--- config.mk ---
export PLATFORM = sky130hd
export DESIGN_NAME = uart_msg_formatter
export DESIGN_NICKNAME = d
export VERILOG_FILES = /design/src/rtl/uart_msg_formatter.sv
export SDC_FILE = /design/constraint.sdc
export NUM_CORES = 1
export LEC_CHECK = 0
export ABC_AREA = 1
export ABC_CLOCK_PERIOD_IN_PS = 2400
export BUFFER_PORTS_ARGS = -buffer_cell sky130_fd_sc_hd__buf_4
export CAP_MARGIN = 10
export CORE_ASPECT_RATIO = 1.2
export CORE_MARGIN = 3
export CORE_UTILIZATION = 40
export CTS_CLUSTER_SIZE = 20
export DETAILED_ROUTE_END_ITERATION = 7
export PLACE_DENSITY = 0.71
export SLEW_MARGIN = 0
export SYNTH_ARGS = -nofsm -noshare
export SYNTH_HDL_FRONTEND = slang
export SYNTH_SLANG_ARGS = --single-unit
--- constraint.sdc ---
create_clock -name clk -period 2.4 [get_ports clk]
set_clock_uncertainty 0.05 [all_clocks]
set_input_delay 0.72 -clock clk [delete_from_list [all_inputs] [get_ports clk]]
set_output_delay 0.72 -clock clk [all_outputs]
set_load 0.005 [all_outputs]
--- src/rtl/uart_msg_formatter.sv ---
// Formats a captured BCD snapshot into a mode-selected ASCII line and feeds it
// byte-by-byte to uart_tx using a busy-rise/busy-fall handshake with a timeout.
module uart_msg_formatter #(
   parameter int NUM_FIELDS = 4,
   parameter int DIGITS     = 2,
   parameter int CRLF       = 0,
   parameter int ACK_WAIT   = 4
) (
   input  logic                           clk,
   input  logic                           rst,
   input  logic                           start,
   input  logic [1:0]                     mode,
   input  logic [4*NUM_FIELDS*DIGITS-1:0] bcd_in,
   input  logic                           tx_busy,
   output logic                           send_start,
   output logic [7:0]                     ascii_data,
   output logic                           busy,
   output logic                           done
);

   localparam int ND       = NUM_FIELDS * DIGITS;
   localparam int MSG_LEN  = 7 + ND + (NUM_FIELDS - 1) + 1 + CRLF;
   localparam int BODY_END = 7 + ND + (NUM_FIELDS - 1);
   localparam int IW       = $clog2(MSG_LEN);
   localparam int CW       = (ACK_WAIT > 1) ? $clog2(ACK_WAIT) : 1;

   localparam logic [1:0] S_IDLE    = 2'd0;
   localparam logic [1:0] S_STROBE  = 2'd1;
   localparam logic [1:0] S_WAIT_HI = 2'd2;
   localparam logic [1:0] S_WAIT_LO = 2'd3;

   logic [1:0]      state_q, state_d;
   logic [IW-1:0]   idx_q, idx_d;
   logic [CW-1:0]   cnt_q, cnt_d;
   logic [1:0]      mode_q, mode_d;
   logic [4*ND-1:0] bcd_q, bcd_d;
   logic [7:0]      data_q, data_d;
   logic            strobe_q, strobe_d;
   logic            busy_q, busy_d;
   logic            done_q, done_d;
   logic [IW-1:0]   idx_next;
   logic [7:0]      msg_byte [MSG_LEN];

   function automatic logic [7:0] header_char(input logic [1:0] m, input int pos);
      logic [55:0] hdr;
      case (m)
         2'd0:    hdr = "TIME = ";
         2'd1:    hdr = "DATE = ";
         2'd2:    hdr = "ALRM = ";
         default: hdr = "STPW = ";
      endcase
      return hdr[8*(6-pos) +: 8];
   endfunction

   function automatic logic [7:0] digit_char(input logic [3:0] d);
      return (d <= 4'd9) ? (8'h30 + {4'h0, d}) : 8'h3F;
   endfunction

   // Each byte position is bound at elaboration to a header char, a digit,
   // a separator or the terminator, so the runtime mux is just msg_byte[idx].
   genvar gi;
   generate
      for (gi = 0; gi < MSG_LEN; gi++) begin : g_byte
         if (gi < 7) begin : g_hdr
            assign msg_byte[gi] = header_char(mode_q, gi);
         end else if (gi < BODY_END) begin : g_body
            localparam int P = gi - 7;
            localparam int O = P % (DIGITS + 1);
            if (O == DIGITS) begin : g_sep
               assign msg_byte[gi] = (mode_q == 2'd1) ? 8'h2D : 8'h3A;
            end else begin : g_dig
               localparam int K = ND - 1 - ((P / (DIGITS + 1)) * DIGITS + O);
               assign msg_byte[gi] = digit_char(bcd_q[4*K +: 4]);
            end
         end else if (CRLF != 0 && gi == BODY_END) begin : g_cr
            assign msg_byte[gi] = 8'h0D;
         end else begin : g_lf
            assign msg_byte[gi] = 8'h0A;
         end
      end
   endgenerate

   assign idx_next = idx_q + 1'b1;

   always_comb begin
      state_d  = state_q;
      idx_d    = idx_q;
      cnt_d    = cnt_q;
      mode_d   = mode_q;
      bcd_d    = bcd_q;
      data_d   = data_q;
      strobe_d = 1'b0;
      busy_d   = busy_q;
      done_d   = 1'b0;
      case (state_q)
         S_IDLE: begin
            // Byte 0 comes from the live mode since the snapshot loads this edge.
            if (start) begin
               mode_d   = mode;
               bcd_d    = bcd_in;
               idx_d    = '0;
               data_d   = header_char(mode, 0);
               strobe_d = 1'b1;
               busy_d   = 1'b1;
               state_d  = S_STROBE;
            end
         end
         S_STROBE: begin
            cnt_d   = '0;
            state_d = S_WAIT_HI;
         end
         S_WAIT_HI: begin
            // A missed busy rise falls through WAIT_LO, which then sees busy low.
            if (tx_busy || cnt_q == CW'(ACK_WAIT - 1)) begin
               state_d = S_WAIT_LO;
            end else begin
               cnt_d = cnt_q + 1'b1;
            end
         end
         S_WAIT_LO: begin
            if (!tx_busy) begin
               if (idx_q == IW'(MSG_LEN - 1)) begin
                  busy_d  = 1'b0;
                  done_d  = 1'b1;
                  state_d = S_IDLE;
               end else begin
                  idx_d    = idx_next;
                  data_d   = msg_byte[idx_next];
                  strobe_d = 1'b1;
                  state_d  = S_STROBE;
               end
            end
         end
         default: state_d = S_IDLE;
      endcase
   end

   always_ff @(posedge clk) begin
      if (rst) begin
         state_q  <= S_IDLE;
         idx_q    <= '0;
         cnt_q    <= '0;
         mode_q   <= '0;
         bcd_q    <= '0;
         data_q   <= 8'h00;
         strobe_q <= 1'b0;
         busy_q   <= 1'b0;
         done_q   <= 1'b0;
      end else begin
         state_q  <= state_d;
         idx_q    <= idx_d;
         cnt_q    <= cnt_d;
         mode_q   <= mode_d;
         bcd_q    <= bcd_d;
         data_q   <= data_d;
         strobe_q <= strobe_d;
         busy_q   <= busy_d;
         done_q   <= done_d;
      end
   end

   assign send_start = strobe_q;
   assign ascii_data = data_q;
   assign busy       = busy_q;
   assign done       = done_q;

endmodule

==> load_flow_metrics.sql <==
INSERT INTO impl_metrics (metric_group, metric, value, unit) VALUES
('synthesis', 'synth_edf_count', '0', ''),
('synthesis', 'ys_seq_area_share', '36.61', '%'),
('place', 'hpwlAfterDp', '5469', 'um'),
('pwr', 'power.static_leakage', '1.547', 'nW'),
('hold_path', 'min-delay-path-class', 'flop to flop', ''),
('layout', 'antenna_diode_count', '0', ''),
('synthesis', 'synth-seq-cells', '53', ''),
('grt', 'grt_antenna_before_repair', '0', ''),
('cts', 'clock_tree.htree_level_count', '2', ''),
('sta', 'final-setup-viol-count', '0', ''),
('grt', 'gr-total-overflow', '0', ''),
('worst_setup_path', 'worstReg2RegStart', 'state_q[0]', ''),
('cts', 'cts_hold_buffers', '0', ''),
('floorplanning', 'placeableCoreArea', '6937', 'um2'),
('layout', 'post-route-cell-area', '3456', 'um2'),
('cts', 'cts.root.buffer_cell', 'sky130_fd_sc_hd__clkbuf_8', ''),
('routing', 'detail-route-antenna-nets', '0', ''),
('sta', 'hold_violations', '0', ''),
('grt', 'grt_pass1_wl', '12280', 'um'),
('worst_setup_path', 'rr_endpoint', 'ascii_data[0]', ''),
('hold_path', 'holdPathStages', '2', ''),
('worst_setup_path', 'timing.critical_path.from_type', 'flop', ''),
('place', 'dpl-instance-area', '3366', 'um2'),
('layout', 'leading_cell_type_in_the_layout_fill_and_taps_excluded', 'sky130_fd_sc_hd__nand2_1', ''),
('floorplanning', 'floorplan.die_area', '8306', 'um2'),
('cts', 'clk_latency', '0.31', 'ns'),
('synthesis', 'mappedNetlistNets', '474', ''),
('synthesis', 'synth_top_cell_by_area', 'sky130_fd_sc_hd__dfxtp_1', ''),
('grt', 'global_route_layer_with_the_greatest_usage', 'met2', ''),
('worst_setup_path', 'data_required_time_at_the_worst_endpoint', '2.60', 'ns'),
('sta', 'period_minus_slack', '2.163', 'ns'),
('sta', 'final_min_period_over_clock_period', '90.11', '%'),
('synthesis', 'yosys_most_used_dff', 'sky130_fd_sc_hd__dfxtp_1', ''),
('worst_setup_path', 'timing_worst_setup_path_type', 'flop to flop', ''),
('floorplanning', 'floorplan.die.width', '83.70', 'um'),
('grt', 'track_usage', '18.04', '%'),
('flow_run', 'maxCapViolCount', '0', ''),
('place', 'dpl_worst_slack', '0.2532', 'ns'),
('worst_setup_path', 'crit_path_arrival_time', '2.37', 'ns'),
('sta', 'final_critical_path_setup_slack', '0.2374', 'ns'),
('status', 'outcome', 'completed', ''),
('cts', 'clock_tree_from_tritoncts', 'built', ''),
('synthesis', 'async_s_r_ff_share_synth', '0', '%'),
('synthesis', 'postSynthAreaPerCell', '6.899', 'um2'),
('sta', 'worst_pin_slew', '0.5138', 'ns'),
('synthesis', 'synth_warnings', '0', ''),
('floorplanning', 'placement_rows', '33', ''),
('sta', 'fin_worst_hold_slack', '0.4121', 'ns'),
('sta', 'fin_tns_setup', '0', 'ns'),
('grt', 'vias_in_the_first_global_route', '2651', ''),
('worst_setup_path', 'timing.reg2reg.worst_path_depth', '10', ''),
('routing', 'first_pass_iters', '4', ''),
('layout', 'flow.area_growth_from_synthesis', '19.26', '%'),
('routing', 'drt_first_iter_violations', '183', ''),
('synthesis', 'synth_cells', '420', ''),
('synthesis', 'synth_top_cell_area_share', '36.61', '%'),
('grt', 'grt_util_met2', '32.21', '%'),
('layout', 'nNetsFinal', '520', ''),
('synthesis', 'yosysUniqueCellTypes', '35', ''),
('grt', 'grt.met1_usage', '22.08', '%'),
('synthesis', 'syn-cell-area', '2898', 'um2'),
('layout', 'layout-drive-gt1-share', '16.70', '%'),
('grt', 'globalRouteMet3Util', '2.817', '%'),
('floorplanning', 'die_y', '99.24', 'um'),
('worst_setup_path', 'worstSetupEndpointType', 'flop', ''),
('cts', 'post_cts_buffers', '0', ''),
('floorplanning', 'ios', '49', ''),
('pwr', 'pwr_density_cell', '839.7', 'nW/um2'),
('floorplanning', 'floorplan.initialDensity', '41.77', '%'),
('cts', 'cts_num_sinks', '53', ''),
('synthesis', 'post_synth_main_area_contributors', 'sky130_fd_sc_hd__dfxtp_1 37%, sky130_fd_sc_hd__o21ai_0 10%, sky130_fd_sc_hd__a21oi_1 9.0%', '');
logic make-up (layout without fill, tap and decap cells):
kind of cell	count (synthesis)	count (layout)	share of synthesized area (%)
other	1	1	0.1294
XOR/XNOR	3	3	2.073
AO/OA/AOI/OAI	126	126	23.14
flip-flops	53	53	36.61
adder cells (fa/ha/maj)	16	16	6.908
buffers and inverters	62	109	8.247
AND/OR/NAND/NOR	159	159	22.88
sequential cells by signal, summed over array words and instances, names as in the netlist:
| register | flops |
|---|---|
| bcd_q | 32 |
| ascii_data | 7 |
| idx_q | 5 |
| cnt_q | 2 |
| mode_q | 2 |
| state_q | 2 |
| busy | 1 |
| done | 1 |
| send_start | 1 |
cell usage after synthesis (4+ instances only):
| cell type | n |
|---|---|
| sky130_fd_sc_hd__inv_2 | 4 |
| sky130_fd_sc_hd__dfxtp_1 | 53 |
| sky130_fd_sc_hd__nor2_1 | 58 |
| sky130_fd_sc_hd__a31oi_1 | 4 |
| sky130_fd_sc_hd__nand3_1 | 20 |
| sky130_fd_sc_hd__inv_1 | 40 |
| sky130_fd_sc_hd__a21oi_1 | 52 |
| sky130_fd_sc_hd__ha_1 | 16 |
| sky130_fd_sc_hd__o21ai_0 | 58 |
| sky130_fd_sc_hd__nand2_1 | 68 |
| sky130_fd_sc_hd__clkbuf_1 | 13 |
worst max-delay path: stages, from the launching register on:
cell                      delay [ns]
sky130_fd_sc_hd__dfxtp_1        0.42
sky130_fd_sc_hd__inv_1          0.09
sky130_fd_sc_hd__ha_1           0.23
sky130_fd_sc_hd__inv_1          0.07
sky130_fd_sc_hd__nor2_1         0.04
sky130_fd_sc_hd__a21oi_1        0.14
sky130_fd_sc_hd__o21ai_0        0.16
sky130_fd_sc_hd__or2_1          0.42
sky130_fd_sc_hd__a31oi_1        0.27
sky130_fd_sc_hd__nand2_1        0.10
sky130_fd_sc_hd__a21oi_2        0.11
cell type report:
class | count | area [um2]
Timing Repair Buffer | 55 | 425.4
Sequential cell | 53 | 1061
Multi-Input combinational cell | 305 | 1598
Clock inverter | 3 | 21.27
Fill cell | 738 | 3481
Inverter | 46 | 172.7
Clock buffer | 5 | 68.82
Tap cell | 87 | 108.9
power breakdown:
group	internal (W)	switching, W	leakage, nW	total (W)
registers	0.00109	0.000131	0.436	0.00122
clock network	0.000207	0.000298	0.0445	0.000505
logic	0.000459	0.000721	1.07	0.00118
total	0.00175	0.00115	1.55	0.00290
metal layers:
metal / wire length [um] / vias to the layer above
li1: - / 1473
met1: 3081 / 1288
met2: 3708 / 68
met3: 352 / 8
met4: 114 / 0
met5: 0 / -
worst max path at each step:
stage	cells past startpoint	end	slack, ns
2_1_floorplan	14	ascii_data[2]	0.34
3_3_place_gp	7	ascii_data[0]	0.24
3_5_place_dp	7	ascii_data[0]	0.25
4_1_cts	10	ascii_data[0]	0.26
5_1_grt	10	ascii_data[0]	0.09
6_report	10	ascii_data[0]	0.24
through the flow:
stage	instances	total power (W)
after floorplan	420	0.002033
after global placement	546	0.002377
final	554	0.002902
after CTS	554	0.002921
after detailed placement	546	0.002408
after global routing	554	0.003155
(Power assumes the default switching activity.)
